**config.mk**
```make
export PLATFORM = sky130hd
export DESIGN_NAME = button_conditioner
export DESIGN_NICKNAME = d
export VERILOG_FILES = /design/src/rtl/button_conditioner_pkg.sv /design/src/rtl/btn_debounce_fsm.sv /design/src/rtl/button_conditioner.sv
export SDC_FILE = /design/constraint.sdc
export NUM_CORES = 1
export LEC_CHECK = 0
export CORE_ASPECT_RATIO = 2
export CORE_MARGIN = 2
export CORE_UTILIZATION = 51
export CTS_CLUSTER_SIZE = 8
export DETAILED_ROUTE_END_ITERATION = 10
export PLACE_DENSITY_LB_ADDON = 0.2
export REMOVE_ABC_BUFFERS = 1
export SLEW_MARGIN = 15
export SYNTH_ARGS = -nofsm -noshare
export SYNTH_HDL_FRONTEND = slang
export SYNTH_SLANG_ARGS = --single-unit
```
**constraint.sdc**
```tcl
create_clock -name CLK_50M -period 2.6 [get_ports CLK_50M]
set_input_delay 0.52 -clock CLK_50M [delete_from_list [all_inputs] [get_ports CLK_50M]]
set_output_delay 0.52 -clock CLK_50M [all_outputs]
set_load 0.02 [all_outputs]
```
**src/rtl/button_conditioner_pkg.sv**
```systemverilog
// Shared FSM state type, state width and default timing constants for button_conditioner.
package button_conditioner_pkg;

    localparam int STATE_W = 2;

    typedef enum logic [STATE_W-1:0] {
        ST_IDLE       = 2'd0,
        ST_DB_PRESS   = 2'd1,
        ST_HELD       = 2'd2,
        ST_DB_RELEASE = 2'd3
    } btn_state_e;

    localparam int DEFAULT_DEBOUNCE_CYCLES   = 1000000;
    localparam int DEFAULT_LONG_PRESS_CYCLES = 100000000;

    // Bits needed to hold the larger of two cycle counts without wrapping
    function automatic int cnt_width(input int a, input int b);
        return $clog2(((a > b) ? a : b) + 1);
    endfunction

endpackage

```
**src/rtl/btn_debounce_fsm.sv**
```systemverilog
// One button: 2-flop synchronizer, IDLE/DB_PRESS/HELD/DB_RELEASE debounce FSM and
// saturating counter. press_qualify is high in the cycle the FSM commits to HELD.
module btn_debounce_fsm
    import button_conditioner_pkg::*;
#(
    parameter int DEBOUNCE_CYCLES = DEFAULT_DEBOUNCE_CYCLES,
    parameter int CNT_W           = cnt_width(DEFAULT_DEBOUNCE_CYCLES, 1)
) (
    input  logic clk,
    input  logic rst_n,
    input  logic btn_raw,
    output logic press_qualify,
    output logic level
);

    localparam logic [CNT_W-1:0] CNT_ZERO = {CNT_W{1'b0}};
    localparam logic [CNT_W-1:0] CNT_ONE  = CNT_W'(1);
    localparam logic [CNT_W-1:0] CNT_MAX  = {CNT_W{1'b1}};
    localparam logic [CNT_W-1:0] DB_LAST  = CNT_W'(DEBOUNCE_CYCLES - 1);

    logic [1:0]       sync_r;
    logic             btn_sync_s;
    btn_state_e       state_r;
    btn_state_e       next_state_s;
    logic [CNT_W-1:0] cnt_r;
    logic [CNT_W-1:0] cnt_next_s;
    logic             qualify_s;
    logic             level_r;

    function automatic logic [CNT_W-1:0] sat_inc(input logic [CNT_W-1:0] v);
        if (v == CNT_MAX) begin
            return v;
        end else begin
            return v + CNT_ONE;
        end
    endfunction

    // Two-flop synchronizer for the raw asynchronous button
    always_ff @(posedge clk or negedge rst_n) begin
        if (!rst_n) begin
            sync_r <= 2'b00;
        end else begin
            sync_r <= {sync_r[0], btn_raw};
        end
    end

    assign btn_sync_s = sync_r[1];

    // State, debounce counter and registered level
    always_ff @(posedge clk or negedge rst_n) begin
        if (!rst_n) begin
            state_r <= ST_IDLE;
            cnt_r   <= CNT_ZERO;
            level_r <= 1'b0;
        end else begin
            state_r <= next_state_s;
            cnt_r   <= cnt_next_s;
            level_r <= (next_state_s == ST_HELD) || (next_state_s == ST_DB_RELEASE);
        end
    end

    // Next state; the counter only advances on consecutive cycles at the new level
    always_comb begin
        next_state_s = state_r;
        cnt_next_s   = CNT_ZERO;
        qualify_s    = 1'b0;
        case (state_r)
            ST_IDLE: begin
                if (btn_sync_s) begin
                    next_state_s = ST_DB_PRESS;
                end else begin
                    next_state_s = ST_IDLE;
                end
            end
            ST_DB_PRESS: begin
                if (!btn_sync_s) begin
                    next_state_s = ST_IDLE;
                end else if (cnt_r >= DB_LAST) begin
                    next_state_s = ST_HELD;
                    qualify_s    = 1'b1;
                end else begin
                    cnt_next_s = sat_inc(cnt_r);
                end
            end
            ST_HELD: begin
                if (!btn_sync_s) begin
                    next_state_s = ST_DB_RELEASE;
                end else begin
                    next_state_s = ST_HELD;
                end
            end
            ST_DB_RELEASE: begin
                if (btn_sync_s) begin
                    next_state_s = ST_HELD;
                end else if (cnt_r >= DB_LAST) begin
                    next_state_s = ST_IDLE;
                end else begin
                    cnt_next_s = sat_inc(cnt_r);
                end
            end
            default: begin
                next_state_s = ST_IDLE;
            end
        endcase
    end

    assign press_qualify = qualify_s;
    assign level         = level_r;

endmodule

```
**src/rtl/button_conditioner.sv**
```systemverilog
// Debounces the SOUTH/EAST/NORTH buttons into one-cycle command pulses with NORTH priority.
// Optional long-press detection on NORTH is built when LONG_PRESS_EN is defined.
module button_conditioner
    import button_conditioner_pkg::*;
#(
    parameter int DEBOUNCE_CYCLES   = DEFAULT_DEBOUNCE_CYCLES,
    parameter int LONG_PRESS_CYCLES = DEFAULT_LONG_PRESS_CYCLES
) (
    input  logic       CLK_50M,
    input  logic       RESET_N,
    input  logic       BTN_SOUTH,
    input  logic       BTN_EAST,
    input  logic       BTN_NORTH,
    output logic       START_STOP_PULSE,
    output logic       LAP_PULSE,
    output logic       CLEAR_PULSE,
    output logic       LONG_PRESS_PULSE,
    output logic [2:0] BTN_LEVEL
);

    localparam int CNT_W = cnt_width(DEBOUNCE_CYCLES, LONG_PRESS_CYCLES);

    logic south_q_s;
    logic east_q_s;
    logic north_q_s;
    logic south_level_s;
    logic east_level_s;
    logic north_level_s;
    logic start_stop_r;
    logic lap_r;
    logic clear_r;

    btn_debounce_fsm #(.DEBOUNCE_CYCLES(DEBOUNCE_CYCLES), .CNT_W(CNT_W)) u_south (
        .clk(CLK_50M), .rst_n(RESET_N), .btn_raw(BTN_SOUTH),
        .press_qualify(south_q_s), .level(south_level_s)
    );

    btn_debounce_fsm #(.DEBOUNCE_CYCLES(DEBOUNCE_CYCLES), .CNT_W(CNT_W)) u_east (
        .clk(CLK_50M), .rst_n(RESET_N), .btn_raw(BTN_EAST),
        .press_qualify(east_q_s), .level(east_level_s)
    );

    btn_debounce_fsm #(.DEBOUNCE_CYCLES(DEBOUNCE_CYCLES), .CNT_W(CNT_W)) u_north (
        .clk(CLK_50M), .rst_n(RESET_N), .btn_raw(BTN_NORTH),
        .press_qualify(north_q_s), .level(north_level_s)
    );

    // Pulse registers; a NORTH press swallows a coincident SOUTH/EAST press
    always_ff @(posedge CLK_50M or negedge RESET_N) begin
        if (!RESET_N) begin
            start_stop_r <= 1'b0;
            lap_r        <= 1'b0;
            clear_r      <= 1'b0;
        end else begin
            start_stop_r <= south_q_s & ~north_q_s;
            lap_r        <= east_q_s & ~north_q_s;
            clear_r      <= north_q_s;
        end
    end

    assign START_STOP_PULSE = start_stop_r;
    assign LAP_PULSE        = lap_r;
    assign CLEAR_PULSE      = clear_r;
    assign BTN_LEVEL        = {north_level_s, east_level_s, south_level_s};

`ifdef LONG_PRESS_EN
    localparam logic [CNT_W-1:0] LP_ZERO = {CNT_W{1'b0}};
    localparam logic [CNT_W-1:0] LP_ONE  = CNT_W'(1);
    localparam logic [CNT_W-1:0] LP_LAST = CNT_W'(LONG_PRESS_CYCLES - 1);
    localparam logic [CNT_W-1:0] LP_MAX  = CNT_W'(LONG_PRESS_CYCLES);

    logic [CNT_W-1:0] lp_cnt_r;
    logic             long_press_r;

    // Held-time counter; saturating at the threshold makes the pulse fire once per hold
    always_ff @(posedge CLK_50M or negedge RESET_N) begin
        if (!RESET_N) begin
            lp_cnt_r     <= LP_ZERO;
            long_press_r <= 1'b0;
        end else if (north_level_s) begin
            if (lp_cnt_r != LP_MAX) begin
                lp_cnt_r <= lp_cnt_r + LP_ONE;
            end else begin
                lp_cnt_r <= lp_cnt_r;
            end
            long_press_r <= (lp_cnt_r == LP_LAST);
        end else begin
            lp_cnt_r     <= LP_ZERO;
            long_press_r <= 1'b0;
        end
    end

    assign LONG_PRESS_PULSE = long_press_r;
`else
    assign LONG_PRESS_PULSE = 1'b0;
`endif

endmodule

```
==> key figures, run 1 <==
Power and ir drop
  – Cell Pwr Density: 651 nW/um^2
  – Worst vdd ir: 0.000607 V
  – P_leak: 2.02 nW

Clock tree
  – Clk slew on worst S/H paths: 0.07 ns
  – Htree depth: 3
  – CTS max path bufs: 2
  – Post-CTS Hold Buffers: 0
  – Post-CTS sizing: 0
  – Clk root buf: clkbuf_16
  – TritonCTS clock tree: yes
  – TritonCTS buffer count: 9
  – Setup bufs post-CTS: 0
  – CTS sink count: 99
  – Worst skew pair latency: 0.35 ns

Timing
  – Unrepaired setup endpoints after global routing: no
  – Fmax: 444 MHz
  – Fin. max-slew vios: 0
  – Final Critical Period: 2.25 ns
  – Tightest Pin Transition: 0.623 ns
  – Final hold violation count: 0
  – Slew HR: 0.582
  – Final TNS setup: 0 ns
  – Final Setup Violations: 0
  – Clk_skew: 0.00637 ns
  – Post-route clock period utilization: 0.866

Global route
  – Met2 Track Usage GR: 0.369
  – Grt met3 use: 0.0377
  – Vias in the first global route: 3,579
  – GRT busiest layer: met2
  – GR Overflow Total: 0
  – Met1 GRT Util: 0.234
  – Initial antenna violation count: 0
  – Pin count of the biggest net entering global routing: 47
  – First-pass GRT wire length: 16,500 um
  – Total GRT Usage: 0.210

Placed design
  – Routability Congestion: 0.880
  – # port buffers: 10
  – Placed insts: 585
  – Detail Placement HPWL: 6840 um

Synth
  – Seq/Total Area, Yosys: 0.530
  – Count of cell types in the netlist: 47
  – Register bit total from synthesis: 99
  – Synthesized area: 4680 um^2
  – Yosys warns: 0
  – FFs w/ async S/R, synth: 1.00
  – Post-synth EDFFs: 0
  – Syn_area_per_cell: 10.1 um^2
  – Ys flop type: dfrtp_1
  – Post-synthesis cell count: 464

Detailed routing
  – Iteration-0 DRC Markers: 281
  – Vias per inst: 5.93
  – Via count: 3,566
  – Drt wl/cell: 16.0 um
  – Number of remaining DRC errors: 0
  – Detailed-route wire length: 9590 um
  – Antenna viol nets, final: 0
  – Drt first pass iters: 4

Cells and area
  – Reg area: 2480 um^2
  – N_diodes: 0
  – Multi-input logic area: 2130 um^2
  – Final #Nets: 502
  – Layout cells sized above 1: 0.0822
  – # fillers: 769
  – Area delta synth->final: 12.8%
  – Fin cells: 601

Job
  – Max-Cap Viols: 0

Die
  – DIE WIDTH: 71.7 um
  – Core box area: 8950 um^2
  – Initial cell density of the core: 0.522
  – Die area: 10000 um^2
  – Io pins: 12
  – Die Y: 139 um
  – FP Rows: 49

Critical path
  – Slowest CP cell: dfrtp_1
  – CP cell instances: ha_1, and3_1, nand3_1, o31a_1, a21boi_0, mux2_2
  – CP max FO: 6
  – CP Capture Type: flop
  – Required time worst endpoint: 2.83 ns
  – CP Launch Type: flop
  – Crit path arrival time: 2.49 ns
  – Crit Path Category: reg2reg
  – Critical Path Max Stage Delay: 0.40 ns

Status
  – Status: finished clean

Worst hold path
  – Worst hold path class: in2async
critical path: cells and delay by family, from the launching register on:
kind	cells	cell delay, ns
AND/OR/NAND/NOR	2	0.45
multiplexers	1	0.38
adder cells (fa/ha/maj)	1	0.24
flip-flops	1	0.40
AO/OA/AOI/OAI	2	0.68
path summary, 6_finish.rpt:
path | start | endpoint | slack [ns] | cells after the start
min in group CLK_50M | u_east.sync_r[0] | u_east.sync_r[1] | 0.36 | 0
min reg2reg | u_east.sync_r[0] | u_east.sync_r[1] | 0.36 | 0
max in group asynchronous | RESET_N | u_south.cnt_r[26] | 1.70 | 2
max reg2reg | u_north.cnt_r[0] | u_north.state_r[1] | 0.35 | 6
max | u_north.cnt_r[0] | u_north.state_r[1] | 0.35 | 6
min | RESET_N | u_north.cnt_r[17] | 0.18 | 1
flip-flops by register name (all words and copies together) (netlist names):
name	count
u_south.sync_r	2
u_east.state_r	2
START_STOP_PULSE	1
u_east.cnt_r	27
u_south.cnt_r	27
u_north.cnt_r	27
u_east.level	1
u_north.sync_r	2
u_south.state_r	2
LAP_PULSE	1
u_east.sync_r	2
CLEAR_PULSE	1
u_north.state_r	2
u_north.level	1
u_south.level	1
synthesized netlist by cell type (9+ instances only):
cell type / instances / area share
nand2_1: 27 / 0.022
a211oi_1: 9 / 0.014
nand3_1: 24 / 0.026
or4_1: 12 / 0.019
nor4_1: 11 / 0.015
or3_1: 10 / 0.013
nand4_1: 30 / 0.040
dfrtp_1: 99 / 0.53
o31ai_1: 10 / 0.016
nor3_1: 9 / 0.0096
clkbuf_1: 13 / 0.010
xnor2_1: 27 / 0.051
o21ai_0: 12 / 0.013
nor2_1: 53 / 0.043
xor2_1: 9 / 0.017
a21oi_1: 33 / 0.035
cells in the final DEF, fill, tap and decap left out, types with 3 or more instances in the layout:
cell type        instances
nor3_1                   9
o31ai_1                 10
or3_1                   10
nand3_1                 24
mux2_2                   6
conb_1                  22
dfrtp_1                 99
ha_1                     3
xnor2_1                 27
a21oi_1                 33
clkbuf_16                9
o21ai_0                 12
and2_1                   5
a211oi_1                 9
nor2_1                  53
and4_1                   7
inv_1                    7
nand4_1                 30
buf_4                   12
inv_8                    3
nor4_1                  11
clkdlybuf4s50_1          9
and3_1                   5
or4_1                   12
nand2_1                 27
o211ai_1                 3
nor2b_1                  3
xor2_1                   9
through the flow:
step           power, W  hold WS [ns]  area [um^2]  worst slack [ns]  utilization
2_1_floorplan   0.00191         0.224         4630             0.262            -
3_3_place_gp    0.00206         0.337         4960             0.432        0.554
3_5_place_dp    0.00207         0.339         4960             0.377        0.554
4_1_cts         0.00348         0.191         5270             0.356        0.589
5_1_grt         0.00359         0.218         5270             0.159        0.589
6_report        0.00343         0.178         5270             0.347        0.589
layer usage:
layer	vias up	wire length [um]
met4	0	384
li1	1734	-
met1	1730	3600
met3	31	249
met5	-	0
met2	71	5360
layout make-up:
type | count | area share
repair buffers | 22 | 0.0380
clock inverters | 7 | 0.0168
well taps | 102 | 0.0242
multi-input cells | 355 | 0.404
flip-flops and latches | 99 | 0.470
inverters | 7 | 0.00498
clock buffers | 9 | 0.0427
logic make-up after synthesis:
| kind of cell | after synthesis | share of synthesized area |
|---|---|---|
| XOR/XNOR | 36 | 0.0674 |
| AO/OA/AOI/OAI | 78 | 0.103 |
| other | 1 | 0.000802 |
| multiplexers | 7 | 0.0166 |
| buffers and inverters | 31 | 0.0318 |
| AND/OR/NAND/NOR | 209 | 0.242 |
| flip-flops | 99 | 0.530 |
| adder cells (fa/ha/maj) | 3 | 0.00803 |
power by group:
group          internal [W]  switching, W  total (W)
registers           0.00164     0.0000705    0.00171
clock network      0.000773      0.000620    0.00139
logic              0.000162      0.000168   0.000330
Power figures use the tool's default switching activity.
==> inputs of run 2 (changes only) <==
--- a/config.mk
+++ b/config.mk
@@ -8,11 +8,12 @@
 export CORE_ASPECT_RATIO = 2
 export CORE_MARGIN = 2
 export CORE_UTILIZATION = 51
-export CTS_CLUSTER_SIZE = 8
+export CTS_CLUSTER_SIZE = 14
 export DETAILED_ROUTE_END_ITERATION = 10
 export PLACE_DENSITY_LB_ADDON = 0.2
 export REMOVE_ABC_BUFFERS = 1
-export SLEW_MARGIN = 15
+export SLEW_MARGIN = 10
 export SYNTH_ARGS = -nofsm -noshare
 export SYNTH_HDL_FRONTEND = slang
 export SYNTH_SLANG_ARGS = --single-unit
+export TNS_END_PERCENT = 30
==> results of run 2 <==
Same layout as run 1: the final DEF is identical, and so are final timing and power.
==> inputs of run 3 (changes only) <==
--- a/config.mk
+++ b/config.mk
@@ -8,6 +8,7 @@
 export CORE_ASPECT_RATIO = 2
 export CORE_MARGIN = 2
 export CORE_UTILIZATION = 51
+export CTS_BUF_LIST = sky130_fd_sc_hd__clkbuf_8
 export CTS_CLUSTER_SIZE = 14
 export DETAILED_ROUTE_END_ITERATION = 10
 export PLACE_DENSITY_LB_ADDON = 0.2
==> run 3 against run 2 <==
Compared with the run above:
- wire length shrank 1.6%
- via count shrank 1.8%
- largest cell class unchanged
- global-route usage shrank 0.37 points
- sequential power is essentially flat
- highest routed layer unchanged
- count of clock-buffer cells in the layout is the same
- register-to-register slack is essentially flat
- cell count is the same
==> key figures, run 3 (synthesis gave the netlist of run 1 again) <==
Cells and area
  – Commonest non-fill, non-tap cell in the layout: dfrtp_1
  – N_diodes: 0
  – Final #Nets: 502
  – Commonest cells after routing, fill and taps aside: dfrtp_1 (99), nor2_1 (53), a21oi_1 (33)
  – Area delta synth->final: 10.6%
  – Layout cells sized above 1: 0.0822
  – Biggest registers after layout: u_east.cnt_r x27, u_north.cnt_r x27, u_south.cnt_r x27
  – Final Util: 0.578

Detailed routing
  – Via count: 3,501
  – Iteration-0 DRC Markers: 217
  – Drt first pass iters: 6
  – Number of remaining DRC errors: 0
  – Detailed-route wire length: 9440 um
  – Antenna viol nets, final: 0
  – Vias per inst: 5.83
  – Drt wl/cell: 15.7 um

Power and ir drop
  – P_sw: 0.000820 W
  – Worst vdd ir: 0.000639 V
  – Sequential share of power: 0.552
  – Clock share of power: 0.342
  – Int Power: 0.00227 W
  – Switching Fraction: 0.265
  – P_leak: 1.97 nW
  – Comb pwr share: 0.106
  – Cell Pwr Density: 598 nW/um^2

Placed design
  – Detail Placement HPWL: 6840 um
  – Routability Congestion: 0.880
  – Worst slack at placement: 0.377 ns
  – # port buffers: 10

Critical path
  – Slowest CP cell: dfrtp_1
  – CP cell instances: ha_1, and3_1, nand3_1, o31a_1, a21boi_0, mux2_2
  – CP max FO: 6
  – Critical Path Max Stage Delay: 0.41 ns
  – Required time worst endpoint: 2.86 ns
  – CP Launch Type: flop
  – Worst setup path startpoint: u_north.cnt_r[0]
  – Crit path arrival time: 2.50 ns
  – RR Startpoint: u_north.cnt_r[0]
  – Crit Path Category: reg2reg
  – CP Capture Type: flop

Die
  – Die area: 10000 um^2
  – DIE WIDTH: 71.7 um
  – FP Rows: 49
  – Die Y: 139 um
  – Io pins: 12
  – Core box area: 8950 um^2
  – Initial cell density of the core: 0.522

Clock tree
  – Worst skew pair latency: 0.37 ns
  – TritonCTS clock tree: yes
  – Post-CTS sizing: 0
  – Clk root buf: clkbuf_8
  – Clk slew on worst S/H paths: 0.10 ns
  – Post-CTS Hold Buffers: 0
  – CTS sink count: 99
  – Setup bufs post-CTS: 0
  – CTS max path bufs: 2
  – Htree depth: 3
  – TritonCTS buffer count: 9

Global route
  – GR Overflow Total: 0
  – Pin count of the biggest net entering global routing: 47
  – Initial antenna violation count: 0
  – Vias in the first global route: 3,564
  – First-pass GRT wire length: 16,300 um
  – Total GRT Usage: 0.206

Timing
  – Fmax: 447 MHz
  – Tightest Pin Transition: 0.616 ns
  – Final TNS setup: 0 ns
  – Fin. max-slew vios: 0
  – Clk_skew: 0.00828 ns
  – Final Setup Violations: 0
  – Final Critical Period: 2.24 ns
  – Unrepaired setup endpoints after global routing: no
  – Worst Slack Setup Final: 0.361 ns
  – Slew HR: 0.586
  – Post-route clock period utilization: 0.861
  – Final hold violation count: 0

Status
  – Status: finished clean

Worst hold path
  – Worst hold path class: in2async

Job
  – Max-Cap Viols: 0
-- run 3: metal layers --
layer  track usage  up-vias  part of all wire  wire length (um)
met3        0.0420       26             0.021               197
met2         0.360       60              0.55              5200
met1         0.231     1689              0.39              3700
met4         0.107        0             0.037               347
met5             0        -                 0                 0
li1              -     1726                 -                 -
-- run 3: power groups by stage --
stage	Sequential, W	Combinational (W)	Clock, W
final	0.00171	0.000328	0.00106
after detailed placement	0.00174	0.000333	0
after floorplan	0.00176	0.000149	0
after CTS	0.00171	0.000335	0.00109
after global placement	0.00174	0.000323	0
after global routing	0.00172	0.000366	0.00116
-- run 3: path summary, 6_finish.rpt --
| path | endpoint | cells past startpoint | slack, ns |
|---|---|---|---|
| max | u_north.state_r[1] | 6 | 0.36 |
| min | u_north.cnt_r[23] | 1 | 0.15 |
| max reg2reg | u_north.state_r[1] | 6 | 0.36 |
| min reg2reg | u_north.sync_r[1] | 0 | 0.37 |
| max in group asynchronous | u_south.cnt_r[26] | 2 | 1.73 |
| min in group CLK_50M | u_north.sync_r[1] | 0 | 0.37 |
-- run 3: cell type report --
class                           instances  area, um^2
Clock inverter                          7        88.8
Tap cell                              102         128
Multi-Input combinational cell        355        2130
Inverter                                7        26.3
Clock buffer                            9         124
Timing Repair Buffer                   22         200
Fill cell                             782        3780
Sequential cell                        99        2480
-- run 3: critical path, delay by kind of cell, from the launching register on --
kind	cells	cell delay, ns
compound gates	2	0.68
fa+ha+maj	1	0.23
flops	1	0.41
mux	1	0.38
simple gates	2	0.45
-- run 3: metrics by stage --
step,hold slack (ns),total power (W),instance area (um^2),std cells
after floorplan,0.224,0.00191,4630,461
after global placement,0.337,0.00206,4960,585
after detailed placement,0.339,0.00207,4960,585
after CTS,0.160,0.00313,5170,601
after global routing,0.176,0.00324,5170,601
final,0.145,0.00309,5170,601
